File: src/rtl/mux41_pkg.sv
// Shared constants and state encoding for the 4:1 mux round-robin feeder.
package mux41_pkg;

   localparam int SELW = 2;
   localparam int NCH  = 4;

   typedef enum logic {
      ST_IDLE = 1'b0,
      ST_CAPT = 1'b1
   } state_t;

   function automatic logic [NCH-1:0] ch_onehot(input logic [SELW-1:0] ch);
      logic [NCH-1:0] v;
      v     = '0;
      v[ch] = 1'b1;
      return v;
   endfunction

endpackage

File: src/rtl/rr_pick4.sv
// Combinational round-robin pick: first set request scanning from last+1 upward, modulo 4.
module rr_pick4
   import mux41_pkg::*;
(
   input  logic [NCH-1:0]  req,
   input  logic [SELW-1:0] last,
   output logic [SELW-1:0] winner,
   output logic            any
);

   logic [SELW-1:0] idx;
   logic            found;

   always_comb begin
      winner = last;
      found  = 1'b0;
      idx    = last;
      for (int i = 1; i <= NCH; i++) begin
         idx = last + SELW'(i);
         if (req[idx] && !found) begin
            winner = idx;
            found  = 1'b1;
         end
      end
      any = |req;
   end

endmodule

File: src/rtl/mux41_rr_feeder.sv
// Round-robin feeder for a 4:1 mux: grants a requester, drives sel, captures y and
// presents it downstream as a valid/ready stream tagged with the source channel.
module mux41_rr_feeder
   import mux41_pkg::*;
#(
   parameter int DW = 4
) (
   input  logic            clk,
   input  logic            rst_n,
   input  logic [NCH-1:0]  req,
   output logic [NCH-1:0]  ack,
   output logic [SELW-1:0] sel,
   input  logic [DW-1:0]   y_in,
   output logic [DW-1:0]   out_data,
   output logic [SELW-1:0] out_ch,
   output logic            out_valid,
   input  logic            out_ready,
   output logic            busy
);

   // Downstream handshake: a word transfers on a rising edge where out_valid & out_ready;
   // out_data/out_ch hold steady while out_valid & !out_ready.
   state_t          state, state_n;
   logic [SELW-1:0] last, sel_n, winner;
   logic            any, load, slot_free;

   // A channel being acked this cycle is excluded so its held req is not granted twice.
   rr_pick4 u_pick (
      .req    (req & ~ack),
      .last   (last),
      .winner (winner),
      .any    (any)
   );

   assign slot_free = !out_valid || out_ready;
   assign busy      = (state != ST_IDLE);

   always_comb begin
      state_n = state;
      sel_n   = sel;
      load    = 1'b0;
      case (state)
         ST_IDLE: begin
            if (any) begin
               sel_n   = winner;
               state_n = ST_CAPT;
            end
         end
         ST_CAPT: begin
            if (slot_free) begin
               load    = 1'b1;
               state_n = ST_IDLE;
            end
         end
         default: state_n = ST_IDLE;
      endcase
   end

   always_ff @(posedge clk or negedge rst_n) begin
      if (!rst_n) begin
         state     <= ST_IDLE;
         sel       <= '0;
         last      <= SELW'(NCH - 1);
         ack       <= '0;
         out_data  <= '0;
         out_ch    <= '0;
         out_valid <= 1'b0;
      end else begin
         state <= state_n;
         sel   <= sel_n;
         ack   <= load ? ch_onehot(sel) : '0;
         if (load) begin
            out_data  <= y_in;
            out_ch    <= sel;
            out_valid <= 1'b1;
            last      <= sel;
         end else if (out_valid && out_ready) begin
            out_valid <= 1'b0;
         end
      end
   end

endmodule

File: config.mk
export PLATFORM = sky130hd
export DESIGN_NAME = mux41_rr_feeder
export DESIGN_NICKNAME = d
export VERILOG_FILES = /design/src/rtl/mux41_pkg.sv /design/src/rtl/rr_pick4.sv /design/src/rtl/mux41_rr_feeder.sv
export SDC_FILE = /design/constraint.sdc
export NUM_CORES = 1
export LEC_CHECK = 0
export CORE_ASPECT_RATIO = 0.6
export CORE_MARGIN = 2
export CORE_UTILIZATION = 30
export DETAILED_ROUTE_END_ITERATION = 7
export SLEW_MARGIN = 20
export SYNTH_ARGS = -nofsm -noshare
export SYNTH_HDL_FRONTEND = slang
export SYNTH_SLANG_ARGS = --single-unit
File: constraint.sdc
create_clock -name clk -period 1.5 [get_ports clk]
set_input_delay 0.3 -clock clk [delete_from_list [all_inputs] [get_ports clk]]
set_output_delay 0.3 -clock clk [all_outputs]
set_load 0.005 [all_outputs]
# Yosys cells after proc, flatten, opt, wreduce, memory -nomap -nowiden
# Index checks and enable logic that the tools add are counted.
# classes
n_addsub	3
n_mul	0
n_div	0
order_cmp	6
n_eq_ne	0
n_shift	0
mux	25
n_bitwise	3
n_reduce_logical	13
# op_table
operator	count
$lt A2 B3 Y1 const B	5
$mux W1	14
$bmux W1 S2	4
$mux W2	4
$logic_and A1 B1 Y1	5
$add A2 B2 Y2 const B	2
$and A4 B4 Y4	1
$logic_not A1 Y1	4
$mux W4	1
$not A4 Y4	1
$reduce_or A4 Y1	1
$add A2 B1 Y2 const B	1
$demux W1 S2	1
$ge A2 B1 Y1 const B	1
$pmux W1 S2	1
$reduce_and A2 Y1	1
$reduce_bool A2 Y1	1
$logic_or A1 B1 Y1	1
$not A1 Y1	1
# word_totals
regBits	16
latchBits	0
mem_bits_rw	0
rom_bits	0
elab_cells	57
memories	0

# Longest topological paths before layout
# depth
word_depth	14
depth_mapped	5
depth_no_buf	4

# By module
# A second synthesis with hierarchy kept.
# hier_totals
cells_unflattened	55
hier_area_um2	730.7
# modules_own_cells
module	instances	cells_per_inst	area_per_inst_um2	seq_area_each_um2
mux41_rr_feeder	1	41	648.1	402.9
rr_pick4	1	14	82.6	0.0

# Worst setup path before layout
# No wires, ideal clock.
# synth_timing
path_kind	flip-flop to flip-flop
startpoint	register ack[3]
endpoint	register state, in the netlist busy
setup_ns	0.129
arrival_ns	0.934
required_ns	1.371
path_slack_ns	0.437
path_stages_with_launch	4
path_buffers	0
synth_period_minus_slack_ns	1.063
path_cell_list	dfrtp_1 -> nand2b_4 -> nand2_1 -> o41a_1
# synth_between
elab_chain_len	5
# synth_rtl
element	line	source
from (decl)	mux41_rr_feeder.sv:11	output logic [NCH-1:0] ack,
from (signal assigned)	mux41_rr_feeder.sv:71	ack <= load ? ch_onehot(sel) : '0;
$not A4 Y4	mux41_rr_feeder.sv:29	.req (req & ~ack),
$and A4 B4 Y4	mux41_rr_feeder.sv:29	
$reduce_or A4 Y1	rr_pick4.sv:25	any = |req;
$mux W1	mux41_rr_feeder.sv:44	if (any) begin
$pmux W1 S2	mux41_rr_feeder.sv:42	case (state)
via state_n	mux41_rr_feeder.sv:23	state_t state, state_n;
to (signal assigned)	mux41_rr_feeder.sv:69	state <= state_n;
to (decl)	mux41_rr_feeder.sv:23	
# The timed path passes the listed nets, and every way through them passes these cells.
# A chain may end at the register's enable or synchronous reset.

# Final worst setup path
# layout_timing
startpoint	register sel[1]
endpoint	output sel[1]
# layout_lines
element	line	source
from (decl)	mux41_rr_feeder.sv:12	output logic [SELW-1:0] sel,
from (signal assigned)	mux41_rr_feeder.sv:70	sel <= sel_n;
# No word-level cell between the ends.

==> results.txt <==
- Routed len/inst: 12.66 um
- For the worst-skew pair, the clock arrives at the later sink with an insertion delay of 250 ps.
- Post-synthesis cell type with the largest combined area: sky130_fd_sc_hd__dfrtp_1
- Biggest area contributors in the synthesized netlist: sky130_fd_sc_hd__dfrtp_1 47%, sky130_fd_sc_hd__nand2_1 11%, sky130_fd_sc_hd__nand2b_4 7.4%, sky130_fd_sc_hd__dfstp_2 7.1%, sky130_fd_sc_hd__a41oi_4 3.7%
* Total Wirelength: 1.658 mm
- Io pins: 25
- Leakage power of the design: 0.4939 nW
- Static timing analysis puts the maximum clock frequency at 692.4 MHz.
* Endpoint class of the critical path: primary output
- Counting the buffers created by CTS gives 3.
- By count the netlist is led by 22 x sky130_fd_sc_hd__nand2_1, 14 x sky130_fd_sc_hd__dfrtp_1, 4 x sky130_fd_sc_hd__nand2b_4, 4 x sky130_fd_sc_hd__nor2_1.
* Final count of pins violating max slew: 0
* Fraction of layout cells with a size suffix above 1: 19.80%
* Cell row count: 13
- For this run, the number of Yosys warnings is 0.
- Die span in x: 68.20 um
* Layout net count: 113
* Post-route ant nets: 0
* CP delay by family, top: buffers and inverters
- Number of antenna repair diodes: 0
- Critical path, cell by cell: clkdlybuf4s50_1
* Via count of the first global-routing pass: 612
- The number of antenna violations at the first check in global routing was 0.
* Average footprint of a synthesized cell: 10.75 um^2
- Share of flip-flops with an asynchronous set or reset after synthesis: 100.0%
- Run status: finished, final reports clean
- The clock passes through at most 2 buffers.
* Gr usage total: 13.15%
- Measured on the finished design, the core utilization comes to 49.05%.
- Setup repair after global routing left no endpoint under its margin.
- Summing every instance area after synthesis gives 742.0 um^2.
- Placed insts: 126
- Once the clock tree was built, the resizer swapped 0 gates to a different size.
* # clock sinks: 16
- At the end of routability-driven placement, the weighted congestion stood at 0.8304.
- Final setup violation count: 0
* Setup CP Type: reg -> out
* # Max-Cap Violations: 0
* Post-detailed-route DRC marker count: 0
- Worst endpoint data arrival time: 1140 ps
- The die covers 2900 um^2.
- Of the post-synthesis cell area, the dominant cell type holds 47.22%.
- On the final layout, the worst hold slack is 363.2 ps.
- The number of setup buffers added after CTS is 1.
- The detailed router finished its first iteration with 44 violations.
* Library cell used as clock root buffer: sky130_fd_sc_hd__clkbuf_8
- Count of port buffers added during placement: 24
- Number of synthesized register bits: 16
* 1st-pass router iterations: 4
- Yosys mapped a number of flops with a built-in enable equal to 0.
- Core area: 2245 um^2
- For this block, the via count after detailed routing is 600.
- Global routing finished with a remaining overflow of 0.
- At the worst endpoint, the required time is 1200 ps.
* Relative area change from synthesis to final layout: 48.40%
* Clock-pin slew on the worst setup and hold paths: 70 ps
* Sequential cell area fraction in the yosys report: 54.30%
* Hold buffer count at cts: 0
* Type of the worst min-delay path: in -> async
- The largest individual stage delay along the critical path comes from the cell sky130_fd_sc_hd__clkdlybuf4s50_1.
- The largest single stage delay on the critical path is 510 ps.
* Cell with the most instances after synthesis: sky130_fd_sc_hd__nand2_1
- The first global-routing pass estimated 2.753 mm of wire.
- Setup skew after layout: 2.768 ps
* Critical Path Start Type: flop
* Hold violation total from the final report: 0
* Final period demand of the worst path: 1444 ps
- Worst supply voltage drop on vdd: 0.7303 mV
- Excluding fillers, the count of instances in the completed layout stands at 131.
* Hpwl dp: 1.196 mm
* Main synth FF type: sky130_fd_sc_hd__dfrtp_1
- Fraction of the cycle the final worst path needs: 96.28%
- Using the TritonRoute via totals, the vias-per-cell ratio works out to 4.580.
- The number of buffers and inverters on the critical path is 1.
- Entering global routing, the biggest net connects 17 pins.
* Mapped Cells: 69
- TritonCTS built the clock tree.
- Counting every net in the synthesized netlist gives 80.
- Largest fanout on the critical path: 2
- Power spread over the standard cell area amounts to 1943 nW/um^2.
* Number of distinct library cells after synthesis: 26
* Worst Max-Slew Pin Slew: 334.6 ps
- Setup tns final: 0 ps
- CTS built an H-tree with a depth of 1.
* Initial core utilization: 33.05%
- Measured against its own limit, the worst slew margin works out to 77.64%.
- Die Span Y: 42.52 um
- Total power: 2.139 mW
routing by layer:
metal  up-vias  global-route usage, %  share of wire [%]
li1        298                      -                  -
met1       282                  17.31                 53
met2        20                  19.22                 40
met3         0                  5.914                6.7
met4         0                  4.000                  0
met5         -                      0                  0
power breakdown:
part           internal, mW  total [mW]  switching, mW
clock                 0.233       0.382          0.150
sequential            0.639       0.788          0.149
combinational         0.557       0.969          0.412
total                  1.43        2.14          0.711
final cells by class:
type | instances | area (um^2)
clock buffers | 4 | 55.05
fillers | 218 | 1144
inverters | 2 | 7.507
multi-input cells | 50 | 320.3
flip-flops and latches | 16 | 402.9
well taps | 30 | 37.54
repair buffers | 29 | 277.8
flip-flops by register name, summed over array words and instances, names as in the netlist:
name,count
out_ch,2
out_valid,1
busy,1
ack,4
out_data,4
last,2
sel,2
worst paths after layout:
path,slack [ps],startpoint,end,cells past startpoint
hold reg to reg,480,out_data[0],out_data[0],2
setup reg to reg,340,busy,out_data[1],5
max in group asynchronous,890,rst_n,last[0],2
setup / recovery,60,sel[1],sel[1],1
hold / removal,360,rst_n,out_ch[1],2
min in group clk,480,out_data[0],out_data[0],2
kinds of logic after synthesis:
| family | share of synthesized area, % |
|---|---|
| simple gates | 29.34 |
| flops | 54.30 |
| compound gates | 13.83 |
| buf+inv | 2.528 |
per-stage QoR:
stage / worst slack [ps] / area [um^2]
global route: 2.954 / 1101
CTS: 42.99 / 1101
detailed placement: 29.42 / 1039
global placement: 38.28 / 1039
finish: 55.85 / 1101
floorplan: 437.0 / 742.0
cells in the final DEF, fill, tap and decap left out:
master	n
sky130_fd_sc_hd__a31oi_1	1
sky130_fd_sc_hd__a32oi_1	1
sky130_fd_sc_hd__a41oi_4	1
sky130_fd_sc_hd__and2_1	1
sky130_fd_sc_hd__and2b_1	1
sky130_fd_sc_hd__and2b_2	1
sky130_fd_sc_hd__and3_1	2
sky130_fd_sc_hd__buf_4	5
sky130_fd_sc_hd__clkbuf_8	4
sky130_fd_sc_hd__clkdlybuf4s50_1	24
sky130_fd_sc_hd__dfrtp_1	14
sky130_fd_sc_hd__dfstp_2	2
sky130_fd_sc_hd__inv_1	1
sky130_fd_sc_hd__inv_2	1
sky130_fd_sc_hd__nand2_1	22
sky130_fd_sc_hd__nand2b_1	1
sky130_fd_sc_hd__nand2b_2	1
sky130_fd_sc_hd__nand2b_4	4
sky130_fd_sc_hd__nand3_1	2
sky130_fd_sc_hd__nor2_1	4
sky130_fd_sc_hd__nor3_1	1
sky130_fd_sc_hd__o211ai_2	1
sky130_fd_sc_hd__o21ai_0	1
sky130_fd_sc_hd__o21bai_1	1
sky130_fd_sc_hd__o22ai_1	1
sky130_fd_sc_hd__o2bb2ai_1	1
sky130_fd_sc_hd__o32ai_1	1
sky130_fd_sc_hd__o41a_1	1
(Power assumes the default switching activity.)
